[config.mk]
export PLATFORM = sky130hd
export DESIGN_NAME = spi_cmd_decoder_flat
export DESIGN_NICKNAME = d
export VERILOG_FILES = /design/src/rtl/spi_pkg.sv /design/src/rtl/spi_cmd_decoder_if.sv /design/src/rtl/spi_resp_mux.sv /design/src/rtl/spi_cmd_decoder.sv /design/src/flat_wrapper.sv
export SDC_FILE = /design/constraint.sdc
export NUM_CORES = 1
export LEC_CHECK = 0
export CAP_MARGIN = 20
export CORE_ASPECT_RATIO = 1.1
export CORE_MARGIN = 10
export CORE_UTILIZATION = 45
export CTS_CLUSTER_SIZE = 40
export DETAILED_ROUTE_END_ITERATION = 8
export PLACE_DENSITY = 0.74
export REMOVE_ABC_BUFFERS = 1
export SETUP_SLACK_MARGIN = 0.02
export SLEW_MARGIN = 20
export SYNTH_ARGS = -nofsm -noshare
export SYNTH_HDL_FRONTEND = slang
export SYNTH_SLANG_ARGS = --single-unit
[constraint.sdc]
create_clock -name clk -period 5.7 [get_ports clk]
set_clock_uncertainty 0.15 [all_clocks]
set_input_delay 0.855 -clock clk [delete_from_list [all_inputs] [get_ports clk]]
set_output_delay 0.855 -clock clk [all_outputs]
set_load 0.02 [all_outputs]
[src/rtl/spi_pkg.sv]
// Shared types and constants for the SPI command decoder.
//   spi_cmd_t        - command byte (byte0 of a frame)
//   status_reg_t     - status byte from the safety core
//   control_reg_t    - layout of the WRITE_CONTROL argument byte
//   contactor_data_t - READ_FEEDBACK response layout
//   SPI_WORD_LENGTH  - bits per SPI byte slot
//   RESP_INVALID     - response for an out-of-range index
package spi_pkg;

  localparam int         SPI_WORD_LENGTH = 8;
  localparam logic [7:0] RESP_INVALID    = 8'hFF;

  typedef enum logic [7:0] {
    CMD_VERSION           = 8'h00,
    CMD_READ_CONTACTOR    = 8'h01,
    CMD_READ_FEEDBACK     = 8'h02,
    CMD_READ_STATUS       = 8'h03,
    CMD_READ_SHUTDOWN     = 8'h04,
    CMD_READ_CONTROL      = 8'h05,
    CMD_WRITE_CONTACTOR   = 8'h81,
    CMD_WRITE_CONTROL     = 8'h82,
    CMD_WRITE_SHUTDOWN    = 8'h83,
    CMD_WRITE_PG_SHUTDOWN = 8'h84
  } spi_cmd_t;

  typedef struct packed {
    logic       fault;
    logic       invalid_request;
    logic [5:0] core_flags;
  } status_reg_t;

  typedef struct packed {
    logic [5:0] reserved;
    logic       clear_errors;
    logic       reset_req;
  } control_reg_t;

  typedef struct packed {
    logic [5:0] reserved;
    logic       plus;
    logic       minus;
  } contactor_data_t;

  function automatic logic is_known_cmd(input logic [7:0] b);
    case (b)
      CMD_VERSION, CMD_READ_CONTACTOR, CMD_READ_FEEDBACK, CMD_READ_STATUS,
      CMD_READ_SHUTDOWN, CMD_READ_CONTROL, CMD_WRITE_CONTACTOR,
      CMD_WRITE_CONTROL, CMD_WRITE_SHUTDOWN, CMD_WRITE_PG_SHUTDOWN:
        is_known_cmd = 1'b1;
      default:
        is_known_cmd = 1'b0;
    endcase
  endfunction

endpackage

[src/rtl/spi_cmd_decoder_if.sv]
// Byte-level SPI bus between the SPI shifter (master side) and the decoder.
//   cs_active - frame in progress (synchronised chip select)
//   rx_valid  - one-cycle strobe, rx_data holds a received byte
//   rx_data   - received byte
//   tx_load   - one-cycle strobe, tx_data goes into the next byte slot
//   tx_data   - response byte
interface spi_cmd_decoder_if;
  import spi_pkg::*;

  logic                       cs_active;
  logic                       rx_valid;
  logic [SPI_WORD_LENGTH-1:0] rx_data;
  logic                       tx_load;
  logic [SPI_WORD_LENGTH-1:0] tx_data;

  modport master (output cs_active, rx_valid, rx_data, input  tx_load, tx_data);
  modport slave  (input  cs_active, rx_valid, rx_data, output tx_load, tx_data);
endinterface

[src/rtl/spi_resp_mux.sv]
// Combinational response selection for the decoder.
//   i_cmd        - latched command byte
//   i_arg        - argument byte (byte1)
//   i_contactor  - current contactor command vector
//   i_feedback   - {plus,minus} feedback per contactor
//   i_status     - status byte from the safety core
//   i_invalid    - current invalid_request flag
//   i_shutdown   - shutdown register
//   i_control    - stored control register
//   o_resp       - response byte
//   o_idx_bad    - indexed command addresses a non-existent contactor
//   o_sel        - decoded contactor index
module spi_resp_mux
  import spi_pkg::*;
#(
  parameter int         NUM_CONTACTORS = 8,
  parameter logic [7:0] FPGA_VERSION   = 8'h01,
  localparam int        IDX_W          = (NUM_CONTACTORS > 1) ? $clog2(NUM_CONTACTORS) : 1
) (
  input  spi_cmd_t                      i_cmd,
  input  logic [7:0]                    i_arg,
  input  logic [NUM_CONTACTORS-1:0]     i_contactor,
  input  logic [2*NUM_CONTACTORS-1:0]   i_feedback,
  input  logic [7:0]                    i_status,
  input  logic                          i_invalid,
  input  logic [7:0]                    i_shutdown,
  input  logic [7:0]                    i_control,
  output logic [7:0]                    o_resp,
  output logic                          o_idx_bad,
  output logic [IDX_W-1:0]              o_sel
);

  localparam logic [8:0] NUM_W = 9'(NUM_CONTACTORS);

  logic [7:0]       w_idx;
  logic             w_uses_idx;
  logic [IDX_W-1:0] w_sel;
  status_reg_t      w_st;
  contactor_data_t  w_fb;

  // WRITE_CONTACTOR packs the index above the value bit; reads use the whole byte.
  always_comb begin
    w_idx      = i_arg;
    w_uses_idx = 1'b0;
    case (i_cmd)
      CMD_READ_CONTACTOR, CMD_READ_FEEDBACK: w_uses_idx = 1'b1;
      CMD_WRITE_CONTACTOR: begin
        w_uses_idx = 1'b1;
        w_idx      = {1'b0, i_arg[7:1]};
      end
      default: ;
    endcase
  end

  assign o_idx_bad = w_uses_idx && ({1'b0, w_idx} >= NUM_W);
  assign w_sel     = w_idx[IDX_W-1:0];
  assign o_sel     = w_sel;

  always_comb begin
    // The core's invalid_request bit is replaced by the decoder's own flag.
    w_st                 = status_reg_t'(i_status);
    w_st.invalid_request = i_invalid;
    w_fb                 = '0;
    {w_fb.plus, w_fb.minus} = i_feedback[2*int'(w_sel) +: 2];

    o_resp = RESP_INVALID;
    case (i_cmd)
      CMD_VERSION:           o_resp = FPGA_VERSION;
      CMD_READ_CONTACTOR:    o_resp = {7'b0, i_contactor[w_sel]};
      CMD_READ_FEEDBACK:     o_resp = w_fb;
      CMD_READ_STATUS:       o_resp = w_st;
      CMD_READ_SHUTDOWN:     o_resp = i_shutdown;
      CMD_READ_CONTROL:      o_resp = i_control;
      CMD_WRITE_CONTACTOR,
      CMD_WRITE_CONTROL,
      CMD_WRITE_SHUTDOWN,
      CMD_WRITE_PG_SHUTDOWN: o_resp = i_arg;
      default:               o_resp = RESP_INVALID;
    endcase
    if (o_idx_bad) o_resp = RESP_INVALID;
  end

endmodule

[src/rtl/spi_cmd_decoder.sv]
// Two-byte SPI command decoder: byte0 = command, byte1 = index / write data.
// The response is presented with a tx_load strobe one clock after byte1.
//   clk, rst_n        - system clock, asynchronous active-low reset
//   spi               - byte-level SPI bus (slave side)
//   feedback_i        - {plus,minus} feedback per contactor
//   status_i          - status byte from the safety core
//   contactor_cmd_o   - commanded contactor states
//   shutdown_o        - shutdown command register
//   pg_shutdown_o     - direct PG shutdown request
//   reset_req_o       - single-cycle pulse from WRITE_CONTROL bit0
//   clear_errors_o    - single-cycle pulse from WRITE_CONTROL bit1
//   invalid_request_o - sticky protocol error flag
module spi_cmd_decoder
  import spi_pkg::*;
#(
  parameter int         NUM_CONTACTORS = 8,
  parameter logic [7:0] FPGA_VERSION   = 8'h01
) (
  input  logic                        clk,
  input  logic                        rst_n,
  spi_cmd_decoder_if.slave            spi,
  input  logic [2*NUM_CONTACTORS-1:0] feedback_i,
  input  logic [7:0]                  status_i,
  output logic [NUM_CONTACTORS-1:0]   contactor_cmd_o,
  output logic [7:0]                  shutdown_o,
  output logic                        pg_shutdown_o,
  output logic                        reset_req_o,
  output logic                        clear_errors_o,
  output logic                        invalid_request_o
);

  localparam int IDX_W = (NUM_CONTACTORS > 1) ? $clog2(NUM_CONTACTORS) : 1;

  typedef enum logic [1:0] {ST_IDLE, ST_ARG, ST_RESP, ST_DRAIN} state_t;

  state_t                    r_state, w_state_nxt;
  spi_cmd_t                  r_cmd;
  logic                      r_armed;
  logic                      r_tx_load;
  logic [7:0]                r_tx_data;
  logic [NUM_CONTACTORS-1:0] r_contactor;
  logic [7:0]                r_shutdown;
  logic                      r_pg_shutdown;
  logic [7:0]                r_control;
  logic                      r_reset_req;
  logic                      r_clear_errors;
  logic                      r_invalid;

  logic             w_rx;
  logic             w_latch_cmd;
  logic             w_bad_cmd;
  logic             w_exec;
  logic [7:0]       w_resp;
  logic             w_idx_bad;
  logic [IDX_W-1:0] w_sel;
  logic             w_err_set;
  logic             w_err_clr;

  // A byte strobe arriving as CS drops belongs to no frame.
  assign w_rx = spi.rx_valid & spi.cs_active;

  always_ff @(posedge clk or negedge rst_n) begin
    if (!rst_n) r_state <= ST_IDLE;
    else        r_state <= w_state_nxt;
  end

  always_comb begin
    w_state_nxt = r_state;
    w_latch_cmd = 1'b0;
    w_bad_cmd   = 1'b0;
    w_exec      = 1'b0;
    if (!spi.cs_active) begin
      w_state_nxt = ST_IDLE;
    end else begin
      case (r_state)
        ST_IDLE: begin
          // After reset, a frame already in flight is not joined halfway.
          if (w_rx && r_armed) begin
            w_latch_cmd = 1'b1;
            if (is_known_cmd(spi.rx_data)) begin
              w_state_nxt = ST_ARG;
            end else begin
              w_bad_cmd   = 1'b1;
              w_state_nxt = ST_DRAIN;
            end
          end
        end
        ST_ARG: begin
          if (w_rx) begin
            w_exec      = 1'b1;
            w_state_nxt = ST_RESP;
          end
        end
        ST_RESP: begin
          if (w_rx) w_state_nxt = ST_DRAIN;
        end
        default: ;
      endcase
    end
  end

  spi_resp_mux #(
    .NUM_CONTACTORS (NUM_CONTACTORS),
    .FPGA_VERSION   (FPGA_VERSION)
  ) u_resp_mux (
    .i_cmd       (r_cmd),
    .i_arg       (spi.rx_data),
    .i_contactor (r_contactor),
    .i_feedback  (feedback_i),
    .i_status    (status_i),
    .i_invalid   (r_invalid),
    .i_shutdown  (r_shutdown),
    .i_control   (r_control),
    .o_resp      (w_resp),
    .o_idx_bad   (w_idx_bad),
    .o_sel       (w_sel)
  );

  // A new error in the same cycle as a clear request keeps the flag set.
  assign w_err_set = w_bad_cmd | (w_exec & w_idx_bad);
  assign w_err_clr = w_exec && (r_cmd == CMD_WRITE_CONTROL) && spi.rx_data[1];

  always_ff @(posedge clk or negedge rst_n) begin
    if (!rst_n) begin
      r_cmd          <= CMD_VERSION;
      r_armed        <= 1'b0;
      r_tx_load      <= 1'b0;
      r_tx_data      <= 8'h00;
      r_contactor    <= '0;
      r_shutdown     <= 8'h00;
      r_pg_shutdown  <= 1'b0;
      r_control      <= 8'h00;
      r_reset_req    <= 1'b0;
      r_clear_errors <= 1'b0;
      r_invalid      <= 1'b0;
    end else begin
      r_armed        <= r_armed | ~spi.cs_active;
      r_tx_load      <= w_exec;
      r_reset_req    <= 1'b0;
      r_clear_errors <= 1'b0;

      if (w_latch_cmd) r_cmd <= spi_cmd_t'(spi.rx_data);
      if (w_exec)      r_tx_data <= w_resp;

      if (w_exec && !w_idx_bad) begin
        case (r_cmd)
          CMD_WRITE_CONTACTOR:   r_contactor[w_sel] <= spi.rx_data[0];
          CMD_WRITE_CONTROL: begin
            // Pulse bits act once and are not retained.
            r_control      <= {spi.rx_data[7:2], 2'b00};
            r_reset_req    <= spi.rx_data[0];
            r_clear_errors <= spi.rx_data[1];
          end
          CMD_WRITE_SHUTDOWN:    r_shutdown    <= spi.rx_data;
          CMD_WRITE_PG_SHUTDOWN: r_pg_shutdown <= spi.rx_data[0];
          default: ;
        endcase
      end

      if (w_err_set)      r_invalid <= 1'b1;
      else if (w_err_clr) r_invalid <= 1'b0;
    end
  end

  assign spi.tx_load        = r_tx_load;
  assign spi.tx_data        = r_tx_data;
  assign contactor_cmd_o    = r_contactor;
  assign shutdown_o         = r_shutdown;
  assign pg_shutdown_o      = r_pg_shutdown;
  assign reset_req_o        = r_reset_req;
  assign clear_errors_o     = r_clear_errors;
  assign invalid_request_o  = r_invalid;

endmodule
[src/flat_wrapper.sv]
// flat-port wrapper written by rule: the top's interface ports become plain ports
module spi_cmd_decoder_flat import spi_pkg::*;
#(
  parameter int         NUM_CONTACTORS = 8,
  parameter logic [7:0] FPGA_VERSION   = 8'h01
)
  (clk, rst_n, feedback_i, status_i, contactor_cmd_o, shutdown_o, pg_shutdown_o, reset_req_o, clear_errors_o, invalid_request_o, spi_cs_active, spi_rx_valid, spi_rx_data, spi_tx_load, spi_tx_data);
  spi_cmd_decoder_if spi_i ();
  input  logic clk;
  input  logic rst_n;
  input  logic [2*NUM_CONTACTORS-1:0] feedback_i;
  input  logic [7:0] status_i;
  output logic [NUM_CONTACTORS-1:0] contactor_cmd_o;
  output logic [7:0] shutdown_o;
  output logic pg_shutdown_o;
  output logic reset_req_o;
  output logic clear_errors_o;
  output logic invalid_request_o;
  input wire logic [$bits(spi_i.cs_active)-1:0] spi_cs_active;
  input wire logic [$bits(spi_i.rx_valid)-1:0] spi_rx_valid;
  input wire logic [$bits(spi_i.rx_data)-1:0] spi_rx_data;
  output wire logic [$bits(spi_i.tx_load)-1:0] spi_tx_load;
  output wire logic [$bits(spi_i.tx_data)-1:0] spi_tx_data;
  assign spi_i.cs_active = spi_cs_active;
  assign spi_i.rx_valid = spi_rx_valid;
  assign spi_i.rx_data = spi_rx_data;
  assign spi_tx_load = spi_i.tx_load;
  assign spi_tx_data = spi_i.tx_data;
  spi_cmd_decoder #(.NUM_CONTACTORS(NUM_CONTACTORS), .FPGA_VERSION(FPGA_VERSION)) u_core (.clk(clk), .rst_n(rst_n), .spi(spi_i), .feedback_i(feedback_i), .status_i(status_i), .contactor_cmd_o(contactor_cmd_o), .shutdown_o(shutdown_o), .pg_shutdown_o(pg_shutdown_o), .reset_req_o(reset_req_o), .clear_errors_o(clear_errors_o), .invalid_request_o(invalid_request_o));
endmodule
# Yosys cells after proc, flatten, opt, wreduce, memory -nomap -nowiden
# Index checks and enable logic that the tools add are counted.
# totals
ff_bits	46
wordCells	99
inputBits	36
# op_classes
shifts	1
muxes	35
eq_ne	24
bitwise_logic	5
n_reduce_logical	19
magnitude_cmp	3
# ops
operator	count
equality test 8 bit (second input constant)	8
case mux 8 bit (7 select lines)	1
equality test 8 x 2 -> 1 bit (second input constant)	4
equality test 8 x 3 -> 1 bit (second input constant)	4
two-way mux 1 bit	23
equality test 8 x 1 -> 1 bit (second input constant)	2
logical NOT 8 bit	2
two-way mux 8 bit	2
indexed part select 16 x 5 -> 2 bit	1
two-way mux 2 bit	5
OR reduction 10 bit	1
inequality test 3 x 2 -> 1 bit (second input constant)	3
bitwise mux 8 bit	1
>= comparator 8 x 4 -> 1 bit (second input constant)	1
AND reduction 2 bit	4
logical AND 1 bit	6
case mux 2 bit (3 select lines)	1
< comparator 3 x 4 -> 1 bit (second input constant)	1
inequality test 4 x 1 -> 1 bit (second input constant)	1
AND reduction 4 bit	1
OR reduction 4 bit	1
binary-select mux 1 bit (select 3 bit)	1
demux 1 bit (select 3 bit)	1
>= comparator 3 x 1 -> 1 bit (second input constant)	1
9 further kinds	11

# Longest topological paths before layout
# Gate-level depths: netlist (run 1).
# logic_depth
depth_word	12
depth_mapped	9
mapped_depth_nobuf	8

# Hierarchy
# A second synthesis (run 1) with hierarchy kept.
# hier_totals
cells_unflattened	280
area_unflattened_um2	2846.5
# modules_own_cells
mod	cells_per_inst	seq_area_each_um2	instances	area_each_um2
spi_cmd_decoder	162	1151.1	1	2050.7
spi_resp_mux	118	0.0	1	795.8

# Worst setup path before layout (run 1)
# OpenSTA, ideal clock, no wires.
# synth_timing
path_kind	input to register
from	input spi_rx_data[5]
to	register u_core.r_contactor[0] (netlist: u_core.contactor_cmd_o[0])
path_buffers	0
t_arrival_ns	2.629
stages	5
setup_time_ns	0.128
slack_ns	2.793
path_cell_list	or3_1 -> o311ai_4 -> or4b_4 -> nor4_1 -> mux2_1
# synth_between
elab_chain_cells	6
# synth_rtl
item	line_no	text
start: declaration	flat_wrapper.sv:21	input wire logic [$bits(spi_i.rx_data)-1:0] spi_rx_data;
two-way mux 8 bit	spi_resp_mux.sv:45	case (i_cmd)
>= comparator 8 x 4 -> 1 bit	spi_resp_mux.sv:55	assign o_idx_bad = w_uses_idx && ({1'b0, w_idx} >= NUM_W);
logical AND 1 bit	spi_resp_mux.sv:55	
logical NOT 1 bit	spi_cmd_decoder.sv:145	if (w_exec && !w_idx_bad) begin
logical AND 1 bit	spi_cmd_decoder.sv:145	
AND reduction 2 bit (no line)	n/a	
end signal: indexed assignment	spi_cmd_decoder.sv:147	CMD_WRITE_CONTACTOR: r_contactor[w_sel] <= spi.rx_data[0];
end: declaration	spi_cmd_decoder.sv:41	logic [NUM_CONTACTORS-1:0] r_contactor;
# Every way passes these cells.
# A chain may end at the register's enable or synchronous reset.

# Worst setup path after layout (run 1)
# layout_timing
from	input spi_rx_data[1]
to	register u_core.r_tx_data[1] (netlist: u_core.spi.tx_data[1])
# layout_between
elab_chain_cells	4
# layout_rtl
item	line_no	text
two-way mux 8 bit	spi_resp_mux.sv:45	
indexed part select 16 x 5 -> 2 bit / >= comparator 8 x 4 -> 1 bit (equally long branches)	spi_resp_mux.sv:64, spi_resp_mux.sv:55	
case mux 8 bit (7 select lines) / logical AND 1 bit (equally long branches)	spi_resp_mux.sv:67, spi_resp_mux.sv:55	
two-way mux 8 bit *	spi_resp_mux.sv:80	if (o_idx_bad) o_resp = RESP_INVALID;
end signal: assignment	spi_cmd_decoder.sv:143	if (w_exec) r_tx_data <= w_resp;
end: declaration	spi_cmd_decoder.sv:40	logic [7:0] r_tx_data;
# Mark *: on every way between the ends. The rest lies on a longest branch, timed or not.

==> results of run 1 <==
## final timing paths
| kind | end | slack, ns | cells past startpoint |
|---|---|---|---|
| max | u_core.spi.tx_data[1] | 2.16 | 7 |
| min | u_core.r_armed | 0.32 | 1 |
| max reg2reg | u_core.contactor_cmd_o[6] | 2.81 | 6 |
| min reg2reg | u_core.r_armed | 0.32 | 1 |
| max in group asynchronous | u_core.invalid_request_o | 4.61 | 1 |
| min in group asynchronous | u_core.contactor_cmd_o[7] | 0.40 | 1 |
## metal layers
layer | up-vias | wire length [µm] | global-route usage
met5 | - | 0 | 0
met4 | 0 | 106 | 0.0558
met3 | 8 | 392 | 0.0346
met2 | 87 | 3350 | 0.248
met1 | 1096 | 3130 | 0.193
li1 | 1054 | - | -
## cells by family after synthesis
group | count (synthesis) | share of synthesized area
compound gates | 57 | 0.164
xor+xnor | 1 | 0.00340
fa+ha+maj | 4 | 0.0194
buf+inv | 25 | 0.0384
flops | 46 | 0.447
mux | 37 | 0.159
simple gates | 80 | 0.169
## synthesized netlist by cell type (all sizes together), types with 2 or more instances
cell type	count	area share
nor2	17	0.025
and3	2	0.0049
a22oi	16	0.047
nand3	8	0.016
nand2	20	0.029
a2111oi	4	0.016
nor4b	2	0.0068
nor4	7	0.023
or2	2	0.0049
nand2b	3	0.0073
inv	10	0.015
a221oi	2	0.0068
a21oi	7	0.015
ha	4	0.019
o22ai	3	0.0073
dfrtp	46	0.45
mux2	31	0.14
mux2i	6	0.023
a31oi	7	0.017
a211o	2	0.0068
buf	3	0.0058
o21ai	9	0.017
or3	4	0.0097
clkbuf	12	0.018
nor3	8	0.017
## area by class of cell
cell class	count	share of cell area
inverter	10	0.0112
timing repair buffer	63	0.188
tap	75	0.0280
clock inverter	2	0.0112
sequential	46	0.344
multi-input combinational	179	0.396
clock buffer	6	0.0217
## power breakdown
group          switching, µW  leakage, µW  internal, µW
Clock                    111    0.0000514           131
Sequential              70.9     0.000586           391
Combinational            209     0.000713           180
Total                    391      0.00135           701
## worst reg2reg max path, cell delays in order, from the launching register on
cell,delay (ns)
dfrtp_1,0.42
nor4_4,0.49
a21oi_2,0.13
o311ai_4,0.37
or4b_4,0.54
nor4_1,0.30
mux2_2,0.38
## registers in the layout, indices dropped and copies added, names as in the netlist
| name | count |
|---|---|
| u_core.r_state | 2 |
| u_core.r_armed | 1 |
| u_core.pg_shutdown_o | 1 |
| u_core.invalid_request_o | 1 |
| u_core.spi.tx_load | 1 |
| u_core.reset_req_o | 1 |
| u_core.r_control | 6 |
| u_core.clear_errors_o | 1 |
| u_core.spi.tx_data | 8 |
| u_core.contactor_cmd_o | 8 |
| u_core.r_cmd | 8 |
| u_core.shutdown_o | 8 |
## cells in the final DEF (no fill, tap or decap), types with 2 or more instances in the layout
cell type / instances
clkdlybuf4s50_1: 62
dfrtp_1: 46
mux2_2: 28
nand2_1: 20
nor2_1: 17
a22oi_1: 16
inv_1: 10
nand3_1: 8
o21ai_0: 8
nor3_1: 7
a31oi_1: 7
nor4_1: 6
a21oi_1: 6
mux2i_1: 6
clkbuf_8: 5
or3_1: 4
ha_1: 4
nand2b_1: 3
mux2_1: 3
a2111oi_0: 3
o22ai_1: 3
nor4b_1: 2
a221oi_1: 2
and3_1: 2
a211o_1: 2
## metrics by stage
stage                     setup WS (ns)   util  total power, µW
after detailed placement           1.86  0.592              856
after floorplan                    2.79      -              698
final                              2.16  0.612             1090
after global placement             1.92  0.592              844
after global routing               2.05  0.612             1160
after CTS                          2.18  0.612             1100
==> flow_summary.ini, run 1 <==
[setup_path]
slowest_delay_ns = 0.77
path_cells = clkdlybuf4s50_1 -> inv_1 -> nor3_1 -> a21oi_1 -> mux2i_1 -> a2111oi_0 -> o22a_1
slowest_stage = clkdlybuf4s50_1
end_kind = flop
cp.arrival_ns = 3.64
worst_setup_path_start_kind = primary input
crit_fanout = 17
cp-startpoint = spi_rx_data[1]
cp.required_ns = 5.80
r2r-start = u_core.r_cmd[6]
cpLargestDelayFamily = compound AO/OA/AOI/OAI gates
path_buf_inv = 2
path_class = in2reg

[global_routing]
grt_pass1_vias = 2226
grt_max_degree = 47
antenna_found_initial = 0
grtUsageTotal = 0.153
grt_pass1_wl_um = 11500
globalRouteOverflowTotal = 0

[yosys]
synth_ff_type = dfrtp_1
synthArstFlopShare = 1.00
syn-cell-area_um2 = 2570
yosysUniqueCellTypes = 48
synth-edff-count = 0
synthCells = 250
synth_seq_area_share = 0.447
avgSynthCellArea_um2 = 10.3
yosysWarnings = 0
synth.ff_latch_count = 46

[cells_and_area]
fin_area_um2 = 3350
multiInputGateArea_um2 = 1330
n_fill_cell = 486
seq_area_um2 = 1150
area_delta_synth_final_pct = 29.9
nets = 345
antenna_cells = 0
drive_gt1_frac = 0.144
final_cells = 381

[routing]
wirelength_um = 6980
drtPass1Iterations = 4
viasPerCell = 5.89
vias = 2245
drt_iter0_drc = 117
ant_nets = 0
drc = 0
post_drt_wl_per_cell_um = 18.3

[place]
dpl_cell_area_um2 = 3230
post-dp-hpwl_um = 5100
gp_congestion = 0.871
numPortBuffers = 63
place_inst = 373

[sta]
fmax_mhz = 282
worst_pin_slew_ns = 0.894
tns_ns = 0
slew-limit-headroom = 0.402
finalCritPeriodShare = 0.622
drv_slew = 0
setup_violations = 0
grt_setup_unrepaired = no
min_period_ns = 3.54
finalHoldViolations = 0
hold_ws_ns = 0.321

[floorplanning]
start_util = 0.471
pin_count = 65
placementRows = 28
fp.dieW_um = 92.1
dieArea_um2 = 9150
die_y_um = 99.3
core_um2 = 5470

[min_path]
hold_path.startpoint = u_core.r_armed
hold_class = reg2reg

[clock_tree]
root_buffer = clkbuf_8
clkTransAtPathRegs_ns = 0.09
clock_sink_count = 46
cts_hold_buf = 0
cts.path.max_buffers = 2
htreeDepth = 2
cts_resized = 0
cts_setup_buffers = 0
clk_latency_ns = 0.30
cts_tree = done
numCtsBuffers = 5

[run_status]
status = complete, no violations

[pwr]
leakagePower_uw = 0.00135
vdd_drop_max_uv = 184
p_per_area_nw_per_um2 = 326

[flow_run]
drv_cap = 0
No activity file was read; power rests on OpenSTA's default activity.
==> inputs of run 2 (changes only) <==
--- a/config.mk
+++ b/config.mk
@@ -8,10 +8,10 @@
 export CAP_MARGIN = 20
 export CORE_ASPECT_RATIO = 1.1
 export CORE_MARGIN = 10
-export CORE_UTILIZATION = 45
+export CORE_UTILIZATION = 44
 export CTS_CLUSTER_SIZE = 40
 export DETAILED_ROUTE_END_ITERATION = 8
-export PLACE_DENSITY = 0.74
+export PLACE_DENSITY = 0.76
 export REMOVE_ABC_BUFFERS = 1
 export SETUP_SLACK_MARGIN = 0.02
 export SLEW_MARGIN = 20
==> constraint.sdc (replaced) <==
create_clock -name clk -period 3.1 [get_ports clk]
set_clock_uncertainty 0.15 [all_clocks]
set_input_delay 0.465 -clock clk [delete_from_list [all_inputs] [get_ports clk]]
set_output_delay 0.465 -clock clk [all_outputs]
set_load 0.02 [all_outputs]
==> run 2 against run 1 <==
Compared with the run above: flip-flop and latch count did not move; final area grew 4.2%; clock power increased by 47%; global-route usage is 0.61 points higher; combinational power is 91% higher; die area up 1.8%; setup slack got worse by 1.9 ns; final cell count is 6.3% higher; highest routed layer unchanged; critical endpoint unchanged; first-iteration DRC count grew 72%.
==> flow_summary.ini, run 2 (synthesized netlist as in run 1, its figures left out) <==
[setup_path]
path_cells = or4_1 -> or3_1 -> or2_0 -> a2111oi_0 -> buf_4 -> o22a_1
worst_setup_path_start_kind = flop
end_kind = flop
path_buf_inv = 1
r2r-start = u_core.r_cmd[6]
cp.required_ns = 3.20
cpLargestDelayFamily = simple AND/OR/NAND/NOR gates
reg2reg_slack_ns = 0.25
slowest_delay_ns = 0.65
slowest_stage = or4_1
r2r_cells = 6
path_class = reg2reg
cp.arrival_ns = 2.95
reg2reg_to = u_core.spi.tx_data[1]
crit_fanout = 7

[sta]
setup_violations = 0
min_period_ns = 2.85
fmax_mhz = 351
tns_ns = 0
worst_pin_slew_ns = 0.983
hold_ws_ns = 0.170
grt_setup_unrepaired = no
drv_slew = 0
finalCritPeriodShare = 0.919
slew-limit-headroom = 0.344
finalHoldViolations = 0
layout_setup_ws_ns = 0.250

[clock_tree]
root_buffer = clkbuf_8
htreeDepth = 2
cts_tree = done
clkTransAtPathRegs_ns = 0.09
cts_resized = 0
cts_setup_buffers = 0
numCtsBuffers = 5
cts.path.max_buffers = 2
cts_hold_buf = 0
clk_latency_ns = 0.30
clock_sink_count = 46

[routing]
viasPerCell = 5.73
drtPass1Iterations = 4
drc = 0
vias = 2322
ant_nets = 0
drt_iter0_drc = 201
wirelength_um = 7210
post_drt_wl_per_cell_um = 17.8

[cells_and_area]
n_fill_cell = 516
utilization = 0.608
area_delta_synth_final_pct = 35.4
nets = 367
layout_commonest_cell = clkdlybuf4s50_1
drive_gt1_frac = 0.201
antenna_cells = 0
final_cell_mix = 62 x clkdlybuf4s50_1, 46 x dfrtp_1, 28 x mux2_2

[pwr]
total_power_uw = 1950
leakagePower_uw = 0.00145
vdd_drop_max_uv = 405
p_per_area_nw_per_um2 = 560

[global_routing]
grtUsageTotal = 0.159
grt_pass1_vias = 2423
grt_max_degree = 47
antenna_found_initial = 0
grt_pass1_wl_um = 12000
globalRouteOverflowTotal = 0

[floorplanning]
pin_count = 65
fp.dieW_um = 92.9
placementRows = 29
core_um2 = 5730
dieArea_um2 = 9320
die_y_um = 100
start_util = 0.449

[place]
gp_congestion = 0.905
numPortBuffers = 63
post-dp-hpwl_um = 5520
place_ws_ns = 0.0570

[flow_run]
drv_cap = 0

[run_status]
status = complete, no violations

[min_path]
hold_class = in2async
run 2: cell count changes in the layout (fill, tap and decap cells not counted), sizes merged:
cell	delta
buf	+22
bufinv	-1
clkinv	+2
clkinvlp	-1
run 2: cell type report:
| class | count | area [µm²] | share of cell area |
|---|---|---|---|
| multi-input cells | 179 | 1330 | 0.380 |
| flip-flops and latches | 46 | 1150 | 0.330 |
| repair buffers | 85 | 791 | 0.227 |
| well taps | 77 | 96.3 | 0.0276 |
| clock buffers | 6 | 72.6 | 0.0208 |
| inverters | 10 | 37.5 | 0.0108 |
| clock inverters | 2 | 13.8 | 0.00395 |
run 2: worst reg2reg max path, delay by kind of cell (launching register included):
| kind | cells | cell delay (ns) |
|---|---|---|
| simple gates | 3 | 1.28 |
| compound gates | 2 | 0.73 |
| flops | 1 | 0.42 |
| buf+inv | 1 | 0.22 |
run 2: worst max-delay path by stage:
| stage | from | cells after the start | slack [ns] | endpoint |
|---|---|---|---|---|
| after detailed placement | spi_rx_data[5] | 6 | 0.06 | u_core.contactor_cmd_o[1] |
| after CTS | u_core.r_cmd[6] | 6 | 0.25 | u_core.spi.tx_data[1] |
| after global routing | u_core.r_cmd[6] | 6 | 0.13 | u_core.spi.tx_data[1] |
| final | u_core.r_cmd[6] | 6 | 0.25 | u_core.spi.tx_data[1] |
| after floorplan | u_core.r_cmd[6] | 6 | 0.52 | u_core.contactor_cmd_o[1] |
| after global placement | spi_rx_data[5] | 6 | 0.08 | u_core.contactor_cmd_o[1] |
run 2: per-layer routing:
metal,GRT usage,vias up,share of wire
li1,-,1095,-
met1,0.195,1132,0.43
met2,0.271,85,0.50
met3,0.0321,10,0.052
met4,0.0499,0,0.017
met5,0,-,0
run 2: per-stage QoR:
| step | cells | cell area (µm²) |
|---|---|---|
| 3_5_place_dp | 397 | 3400 |
| 3_3_place_gp | 397 | 3400 |
| 4_1_cts | 405 | 3490 |
| 5_1_grt | 405 | 3490 |
| 2_1_floorplan | 235 | 2510 |
| 6_report | 405 | 3490 |
run 2: report_power, final:
group | total, µW | switching, µW | internal, µW
logic | 743 | 386 | 357
clock network | 355 | 196 | 159
registers | 853 | 135 | 718
total | 1950 | 717 | 1230
==> inputs of run 3 (changes only) <==
--- a/config.mk
+++ b/config.mk
@@ -7,7 +7,6 @@
 export LEC_CHECK = 0
 export CAP_MARGIN = 20
 export CORE_ASPECT_RATIO = 1.1
-export CORE_MARGIN = 10
 export CORE_UTILIZATION = 44
 export CTS_CLUSTER_SIZE = 40
 export DETAILED_ROUTE_END_ITERATION = 8
==> run 3 against run 2 <==
Compared with the run above: final cell count down 0.74%; clock power about the same; largest cell class unchanged; non-clock buffer count unchanged; critical path depth unchanged; global-route usage up 8.9 points; count of clock-buffer cells in the layout unchanged; die area down 34%; highest routed layer unchanged; critical endpoint is now u_core.contactor_cmd_o[0]; first-iteration DRC count up 0.50%.
==> flow_summary.ini, run 3 (synthesized netlist as in run 1, its figures left out) <==
[run_status]
status = complete, no violations

[floorplanning]
placementRows = 28
pin_count = 65
fp.dieW_um = 74.9
dieArea_um2 = 6160
die_y_um = 82.2
core_um2 = 5500
start_util = 0.468

[setup_path]
slowest_stage = or4b_4
path_buf_inv = 1
r2r_cells = 7
crit_fanout = 4
reg2reg_slack_ns = 0.39
slowest_delay_ns = 0.53
path_cells = clkdlybuf4s50_1 -> or3_1 -> o311ai_4 -> or4b_4 -> nor4_1 -> mux2_1
cpLargestDelayFamily = simple AND/OR/NAND/NOR gates
end_kind = flop
reg2reg_to = u_core.shutdown_o[1]
cp.arrival_ns = 2.75
path_class = in2reg
cp.required_ns = 3.14
r2r-start = u_core.r_cmd[6]
worst_setup_path_start_kind = primary input
worst-path-stages = 6

[routing]
post_drt_wl_per_cell_um = 16.9
wirelength_um = 6780
vias = 2290
drc = 0
drtPass1Iterations = 4
drt_iter0_drc = 202
ant_nets = 0
viasPerCell = 5.70

[sta]
fmax_mhz = 368
finalCritPeriodShare = 0.877
grt_setup_unrepaired = no
slew-limit-headroom = 0.600
tns_ns = 0
drv_slew = 0
setup_violations = 0
finalHoldViolations = 0
worst_pin_slew_ns = 0.584
min_period_ns = 2.72

[clock_tree]
cts_setup_buffers = 0
cts_hold_buf = 0
cts_tree = done
clk_latency_ns = 0.30
clkTransAtPathRegs_ns = 0.09
cts_resized = 0
htreeDepth = 2
root_buffer = clkbuf_8
clock_sink_count = 46
numCtsBuffers = 5
cts.path.max_buffers = 2

[global_routing]
antenna_found_initial = 0
grt_pass1_vias = 2359
grtUsageTotal = 0.247
grt_max_degree = 47
globalRouteOverflowTotal = 0
grt_pass1_wl_um = 11300

[min_path]
hold_class = in2async

[place]
post-dp-hpwl_um = 5060
numPortBuffers = 63
gp_congestion = 0.933

[cells_and_area]
area_delta_synth_final_pct = 35.2
layout_commonest_cell = clkdlybuf4s50_1
antenna_cells = 0
drive_gt1_frac = 0.199
final_cell_mix = 62 x clkdlybuf4s50_1, 46 x dfrtp_1, 28 x mux2_2
utilization = 0.633
nets = 367

[flow_run]
drv_cap = 0

[pwr]
leakagePower_uw = 0.00144
vdd_drop_max_uv = 375
p_per_area_nw_per_um2 = 563
==> run 3: changes by cell type in the layout (fill, tap and decap cells not counted), sizes merged <==
| cell | delta |
|---|---|
| clkinv | -2 |
| clkinvlp | +1 |
==> run 3: routing by layer <==
| layer | GRT usage | vias to the layer above | part of all wire |
|---|---|---|---|
| met5 | 0 | - | 0 |
| li1 | - | 1088 | - |
| met1 | 0.322 | 1111 | 0.44 |
| met2 | 0.397 | 86 | 0.49 |
| met3 | 0.0522 | 5 | 0.063 |
| met4 | 0.108 | 0 | 0.011 |
==> run 3: cell type report <==
| type | instances | area (µm²) |
|---|---|---|
| Tap cell | 75 | 93.8 |
| Clock inverter | 1 | 7.51 |
| Timing Repair Buffer | 85 | 793 |
| Sequential cell | 46 | 1150 |
| Clock buffer | 6 | 72.6 |
| Multi-Input combinational cell | 179 | 1330 |
| Fill cell | 470 | 2020 |
| Inverter | 10 | 37.5 |
==> run 3: worst reg2reg max path, cell delays in order, from the launching register on <==
cell	delay (ns)
dfrtp_1	0.43
or4_1	0.67
nor2_1	0.23
o311ai_4	0.13
buf_4	0.17
nand2_1	0.08
or3_1	0.37
mux2_2	0.39
==> run 3: how the worst max path moves through the flow <==
| stage | from | endpoint | slack [ns] |
|---|---|---|---|
| finish | spi_rx_data[5] | u_core.contactor_cmd_o[0] | 0.38 |
| global route | u_core.r_cmd[6] | u_core.shutdown_o[5] | 0.23 |
| CTS | u_core.r_cmd[6] | u_core.shutdown_o[1] | 0.36 |
| detailed placement | spi_rx_data[5] | u_core.shutdown_o[4] | 0.06 |
| global placement | spi_rx_data[5] | u_core.shutdown_o[4] | 0.10 |
| floorplan | u_core.r_cmd[6] | u_core.contactor_cmd_o[1] | 0.52 |
==> run 3: metrics by stage <==
stage | power, µW | setup slack, ns | std cells | hold WS [ns] | area [µm²]
floorplan | 1280 | 0.518 | 235 | 0.0194 | 2510
finish | 1960 | 0.382 | 402 | 0.00401 | 3480
global route | 2100 | 0.227 | 402 | 0.0427 | 3480
CTS | 1960 | 0.365 | 402 | 0.224 | 3480
detailed placement | 1610 | 0.0603 | 395 | 0.307 | 3400
global placement | 1580 | 0.104 | 395 | 0.303 | 3400
==> run 3: power breakdown <==
group,switching [µW],internal (µW),leakage [µW]
sequential,137,718,0.000586
clock,199,155,0.0000373
combinational,391,360,0.000821
total,727,1230,0.00144
==> edit, RTL diff (settings of run 3) <==
Put one more register stage on the output `clear_errors_o`, cleared by the reset. The value now appears one clock later. The other outputs are not delayed to match. Comments in the files are not updated.
--- a/src/rtl/spi_cmd_decoder.sv
+++ b/src/rtl/spi_cmd_decoder.sv
@@ -170,3 +170,9 @@
   assign reset_req_o        = r_reset_req;
-  assign clear_errors_o     = r_clear_errors;
+  always_ff @(posedge clk or negedge rst_n) begin
+    if (!rst_n) begin
+      clear_errors_o <= '0;
+    end else begin
+      clear_errors_o <= r_clear_errors;
+    end
+  end
   assign invalid_request_o  = r_invalid;
Function: changed (a bounded check fails within 4 cycles, from zero or initial values and one cycle with rst_n low).
==> edit against run 3 <==
- routed wire length decreased by 1.2%
- total power up 2.3%
- critical path depth unchanged
- via count up 1.1%
- critical path type is now reg -> reg
- worst setup slack worse by 28 ps
- sequential cell count grew 1
- largest power group unchanged
- area after synthesis is 1.2% higher
- cell area fell by 0.54%
==> edit: results (changes against run 3) <==
Crit Path Max Fanout=12 (+8); Vias=2315 (+1.1%); status=complete, no violations; post-synthesis xor/xnor area fraction=0.6721% (+0.33 points); DR iter-0 viols=170 (-16%); Tightest Pin Transition=592.5 ps (+8.102 ps); sequential cell area share=33.97% (+0.90 points); vias in the first global route=2161 (-8.4%); buffering overhead=21.18% (-1.6 points); RD Place Congestion=0.9041 (-3.1%); total track usage=22.45% (-2.3 points); largest net degree at the start of global routing=48 (+2.1%); Switching Power=0.7641 mW (+5.0%); M1 wire length=2865 um (-3.6%); Clock Network Area Fraction=2.458% (+0.16 points); Nets=369 (+0.54%); worst reg2reg path depth=6 (-1); Static Leak=1.418 nW (-1.8%); #MultiIn Comb=189 (+5.6%); Filler cells=514 (+9.4%); dpl hpwl=4861 um (-4.0%); routed length on met2=3318 um (+0.21%); Fmax=364.2 MHz (-1.0%); post-synthesis sequential area ratio=45.13% (+0.42 points); reg2reg setup slack=350 ps (-40 ps); first-pass GRT wire length=10380 um (-8.1%); combinational power=0.741 mW (-1%); Post-Layout Cell Count=407 (+1.2%); met3 WL=453 um (+6.6%); P_seq=0.907 mW (+6.1%); synthesized netlist cell count=258 (+3.2%); met1 Usage GRT=29.17% (-3.0 points); Inverters, non-clock=9 (-1)
[edit: changes by cell type after synthesis, moves of 4 or more]
cell / delta
a222oi_1: +6
a21oi_1: +4
clkbuf_1: -4
o21ai_0: +8
nor2_1: +6
nand3_1: +6
mux2i_1: -4
nand4_1: +4
a22oi_1: -16
[edit: worst max path at each step]
| stage | start | endpoint |
|---|---|---|
| 6_report | u_core.r_cmd[1] | u_core.spi.tx_data[0] |
| 5_1_grt | u_core.r_cmd[1] | u_core.spi.tx_data[0] |
| 4_1_cts | u_core.r_cmd[1] | u_core.spi.tx_data[0] |
| 3_5_place_dp | u_core.r_cmd[1] | u_core.spi.tx_data[0] |
| 3_3_place_gp | spi_rx_data[4] | u_core.shutdown_o[5] |
| 2_1_floorplan | u_core.r_cmd[1] | u_core.shutdown_o[0] |
[edit: worst max-delay path, delay by kind of cell (launching register included)]
family | cells | cell delay, ps
muxes | 1 | 300
AOI/OAI and AO/OA | 3 | 780
and+or+nand+nor | 2 | 860
DFF | 1 | 520
